[config.mk]
export PLATFORM = sky130hd
export DESIGN_NAME = pr_bridge_ic
export DESIGN_NICKNAME = d
export VERILOG_FILES = /design/src/rtl/pr_bridge_ic.sv
export SDC_FILE = /design/constraint.sdc
export NUM_CORES = 1
export LEC_CHECK = 0
export ABC_AREA = 1
export CAP_MARGIN = 20
export CORE_MARGIN = 2
export CORE_UTILIZATION = 24
export DETAILED_ROUTE_END_ITERATION = 7
export PLACE_DENSITY = 0.81
export SETUP_SLACK_MARGIN = 0.2
export SYNTH_ARGS = -nofsm -noshare
export SYNTH_HDL_FRONTEND = slang
export SYNTH_SLANG_ARGS = --single-unit
[constraint.sdc]
create_clock -name clk -period 2.4 [get_ports clk]
set_input_delay 0.6 -clock clk [delete_from_list [all_inputs] [get_ports clk]]
set_output_delay 0.6 -clock clk [all_outputs]
set_load 0.02 [all_outputs]
[src/rtl/pr_bridge_ic.sv]
// CPU peripheral-bus bridge: decodes NDEV device windows plus an interrupt
// controller window, muxes read data and drives the CPU HWInt lines.
module pr_bridge_ic #(
  parameter int unsigned NDEV       = 2,
  parameter logic [31:0] DEV_BASE   = 32'h0000_7F00,
  parameter logic [31:0] DEV_STRIDE = 32'h10,
  parameter bit          EDGE       = 1'b1
) (
  input  logic                 clk,
  input  logic                 reset,
  input  logic [31:0]          PrAddr,
  input  logic [31:0]          PrWD,
  input  logic                 PrWe,
  output logic [31:0]          PrRD,
  output logic [NDEV-1:0]      DevWe,
  input  logic [32*NDEV-1:0]   DevRD,
  input  logic [NDEV-1:0]      DevIRQ,
  input  logic                 ExtIRQ,
  output logic [5:0]           HWInt
);

  localparam int unsigned NSRC    = NDEV + 1;
  localparam logic [32:0] IC_BASE = {1'b0, DEV_BASE} + 33'(NDEV) * {1'b0, DEV_STRIDE};

  // One extra address bit keeps window limits at the top of memory from wrapping.
  logic [32:0] addr_x;
  assign addr_x = {1'b0, PrAddr};

  logic [NDEV-1:0] sel;

  for (genvar g = 0; g < NDEV; g++) begin : g_dec
    localparam logic [32:0] LO = {1'b0, DEV_BASE} + 33'(g) * {1'b0, DEV_STRIDE};
    assign sel[g]   = (addr_x >= LO) && (addr_x < LO + {1'b0, DEV_STRIDE});
    assign DevWe[g] = PrWe & sel[g];
  end

  logic       ic_sel;
  logic [1:0] ic_off;
  logic       mask_we;
  logic       pend_we;

  assign ic_sel  = (addr_x >= IC_BASE) && (addr_x < IC_BASE + 33'd16);
  assign ic_off  = 2'((PrAddr - IC_BASE[31:0]) >> 2);
  assign mask_we = PrWe & ic_sel & (ic_off == 2'd0);
  assign pend_we = PrWe & ic_sel & (ic_off == 2'd1);

  logic unused_wd;
  assign unused_wd = ^PrWD[31:NSRC];

  logic [NDEV:0] raw;
  logic [NDEV:0] prev_q;
  logic [NDEV:0] mask_q, mask_d;
  logic [NDEV:0] pend_q, pend_d;
  logic [NDEV:0] pend_hold;
  logic [NDEV:0] set_v;
  logic [NDEV:0] clr_v;
  logic [5:0]    hwint_q, hwint_d;

  assign raw   = {ExtIRQ, DevIRQ};
  assign set_v = raw & ~prev_q;
  assign clr_v = pend_we ? PrWD[NDEV:0] : '0;

  // pend_hold is what survives this cycle's W1C; a new edge on the same bit
  // wins, so that bit is neither cleared in pending nor dropped from HWInt.
  always_comb begin
    mask_d = mask_q;
    if (mask_we) mask_d = PrWD[NDEV:0];
    if (EDGE) begin
      pend_hold = pend_q & ~(clr_v & ~set_v);
      pend_d    = pend_hold | set_v;
    end else begin
      pend_hold = pend_q;
      pend_d    = raw;
    end
    hwint_d         = '0;
    hwint_d[NDEV:0] = pend_hold & mask_d;
  end

  always_ff @(posedge clk or posedge reset) begin
    if (reset) begin
      prev_q  <= '0;
      mask_q  <= '1;
      pend_q  <= '0;
      hwint_q <= '0;
    end else begin
      prev_q  <= raw;
      mask_q  <= mask_d;
      pend_q  <= pend_d;
      hwint_q <= hwint_d;
    end
  end

  assign HWInt = hwint_q;

  logic [31:0] ic_rd;

  always_comb begin
    ic_rd = '0;
    case (ic_off)
      2'd0:    ic_rd[NDEV:0] = mask_q;
      2'd1:    ic_rd[NDEV:0] = pend_q;
      2'd2:    ic_rd[NDEV:0] = raw;
      default: ic_rd = '0;
    endcase
    PrRD = '0;
    for (int i = 0; i < NDEV; i++) begin
      if (sel[i]) PrRD = DevRD[32*i +: 32];
    end
    if (ic_sel) PrRD = ic_rd;
  end

endmodule
==> metrics.md <==
| Metric | Value |
|---|---|
| Die width | between 70 and 80 um |
| Die span in y | between 70 and 80 um |
| Number of flops mapped to enable cells by yosys | 0 |
| Hold Path Class | flip-flop to flip-flop |
| Worst vdd ir | between 0.3 and 0.4 mV |
| CTS tree | done |
| Antenna violations before repair | 0 |
| Synthesized area | 1221 um^2 |
| Total power | 0.0006944 W |
| Clk pwr share | 31.5% |
| Outcome | finished, violations left |
| Clock Tree Root | clkbuf_8 |
| Endpoints failing setup | 19 |
| WS Path Type | input port to primary output |
| CTS clk-pin slew, worst paths | approximately 0.05 ns |
| Initial DRC Count | 38 |
| Finished Cell Area | around 3000 um^2 |
| Worst-Skew Late Latency | 0.24 ns |
| PortBufs | about 140 |
| Number of I/O pins | 174 |
| Post-synth ARST share | 100.0% |
| First drt pass iteration count | 4 |
| Placed Cells incl. Taps | 417 |
| Vias in the first global route | 1960 |
| Slowest-stage cell, CP | or2_1 |
| Seq pwr share | 29.8% |
| Max Slew Vio Count | 0 |
| Clock sink count | 12 |
| Detailed Place HPWL | roughly 4.3 mm |
| Comb power frac | 38.8% |
| Final period util | 103.5% |
| Largest net degree at the start of global routing | 34 |
| Flops & latches, synth | 12 |
| P_sw | 0.0001824 W |
| Final Worst Setup Slack | -0.08320 ns |
| # Max-Cap Violations | 0 |
| Clock skew | roughly 0.0014 ns |
| # fillers | 467 |
| # DRC | 0 |
| PwrDens | between 200 and 250 nW/um^2 |
| FP Rows | 25 |
| CP peak stage delay | 0.25 ns |
| Area growth syn-to-layout | 149.5% |
| Syn Area/Cell | slightly below 6 um^2 |
| Antenna-violating nets left | 0 |
| Layout cells sized above 1 | roughly 37% |
| Final hold viol count | 0 |
| Starting Density | 25.35% |
| CP arrival | 1.88 ns |
| RSZ-0062 raised after global routing | true |
| Sw frac | 26.26% |
| Cell variety after synth | 23 |
| GRT Resource Usage Total | 18.57% |
| Dominant synthesized flop cell | dfrtp_1 |
| Final Util | between 60% and 70% |
| DIE AREA | between 5000 and 6000 um^2 |
| Worst setup EP type | primary output |
| Core Area | 4817 um^2 |
| CP Max Fanout | 4 |
| Lkg Pwr | between 1 and 1.5 nW |
| Crit-path cells | buf_6 -> or2_1 -> nor2_2 -> nand3_2 -> nor2_4 -> buf_6 -> buf_6 -> buf_6 -> nand2_4 -> nor2_4 -> buf_6 |
| Seq/Total Area, Yosys | 24.90% |
| Non-Filler Instances | roughly 430 |
| DR vias | 1919 |
| Area after DPL | roughly 2900 um^2 |
| N_diodes | 0 |
| Fin nets | around 500 |
| WL per Instance | around 13 um |
| DR vias/cell | 4.473 |
| CTS H-tree depth | 1 |
| YS warnings | 0 |
| Total CTS buffers | 3 |
| Global placer's final weighted congestion | a little under 0.9 |
| Total grt overflow | 0 |
| Max Freq | around 400 MHz |
| Startpoint Class | input port |
| Post-Syn Instances | 210 |
| Clock Path Buffers | 2 |
| Internal power | roughly 0.00051 W |
| Cell mode on critical path | buf_6 |
| Post-CTS Hold Buffers | 0 |
| Final Critical Period | between 2 and 2.5 ns |
| Worst EP required | 1.80 ns |
| Final wirelength | between 5 and 6 mm |
| Failing checks | negative setup slack |
| First-pass GRT wire length | ~8.4 mm |
## sequential cells by signal, indices dropped and copies added (netlist names)
register,count
HWInt,3
mask_q,3
pend_q,3
prev_q,3
## cells in the mapped netlist, types with 6 or more instances
cell	number	area share [%]
a21oi_1	22	9.0
nand2_1	99	30
clkbuf_1	8	2.5
inv_1	6	1.8
a21oi_2	10	7.2
dfrtp_1	9	18
nand3_1	9	3.7
nor2_1	15	4.6
nand4_1	6	3.1
## final timing paths
check	from	endpoint	slack, ns	cells past startpoint
min reg2reg	prev_q[2]$_DFF_PP0_	pend_q[2]$_DFF_PP0_	0.45	1
max	PrAddr[7]	DevWe[0]	-0.08	11
min in group asynchronous	reset	prev_q[0]$_DFF_PP0_	0.67	2
max in group asynchronous	reset	mask_q[2]$_DFF_PP1_	1.39	2
max reg2reg	prev_q[1]$_DFF_PP0_	HWInt[1]$_DFF_PP0_	1.47	4
min	prev_q[2]$_DFF_PP0_	pend_q[2]$_DFF_PP0_	0.45	1
## power groups by stage
stage                     Combinational, W  Clock, W  Sequential (W)
after floorplan                  0.0000864         0        0.000210
after CTS                         0.000265  0.000224        0.000207
final                             0.000269  0.000219        0.000207
after global placement            0.000269         0        0.000210
after global routing              0.000297  0.000232        0.000207
after detailed placement          0.000273         0        0.000210
## layer usage
layer  routed length (um)  global-route usage (%)  vias to the layer above
met5                    0                       0                        -
met4                   84                   5.848                        0
met3                  459                   3.307                        9
met2                 2864                   35.85                       73
met1                 2042                   20.34                      857
li1                     -                       -                      980
## timing repair
action,4_1_cts,5_1_grt
pin swaps,27,9
setup buffers,5,1
gates cloned,2,0
setup endpoints to repair,34,34
gates resized for setup,269,23
## stage by stage
stage	hold WS [ns]	setup WS [ns]	setup TNS [ns]
finish	0.4536	-0.08320	-0.3936
global route	0.4623	-0.1711	-3.001
CTS	0.4539	-0.07141	-0.5069
detailed placement	0.4471	-0.8540	-28.02
global placement	0.4341	-0.8325	-27.80
floorplan	0.4250	0.08685	0
## placed cells by master, fill, tap and decap left out, types with 2 or more instances in the layout
cell,n
nand3_2,2
dfstp_2,3
buf_2,14
dlygate4sd2_1,8
buf_16,2
inv_1,6
buf_4,38
o21a_1,3
dfrtp_1,9
conb_1,3
nand2_2,8
buf_6,16
clkdlybuf4s15_1,2
nor2_4,3
a21oi_4,15
nor2_1,4
or2_1,2
buf_12,2
nor2_2,10
a21oi_2,10
nand3_1,8
clkdlybuf4s50_1,77
a21oi_1,7
o21ai_0,3
clkbuf_8,4
nand4_1,6
nand2_1,90
## layout make-up
class	instances	area [um^2]	area share, %
Multi-Input combinational cell	178	1075	35.28
Clock buffer	4	55.05	1.807
Tap cell	67	83.83	2.752
Inverter	8	32.53	1.068
Timing Repair Buffer	160	1496	49.12
Sequential cell	12	304.0	9.979
## worst max-delay path, delay by kind of cell
kind | cells | cell delay, ns
AND/OR/NAND/NOR | 6 | 0.78
buffers and inverters | 5 | 0.51
## cells by family after synthesis
group / synth area share [%]
flops: 24.90
simple gates: 45.90
compound gates: 19.88
other cells: 0.3071
buf+inv: 9.016
(Power assumes the default switching activity.)
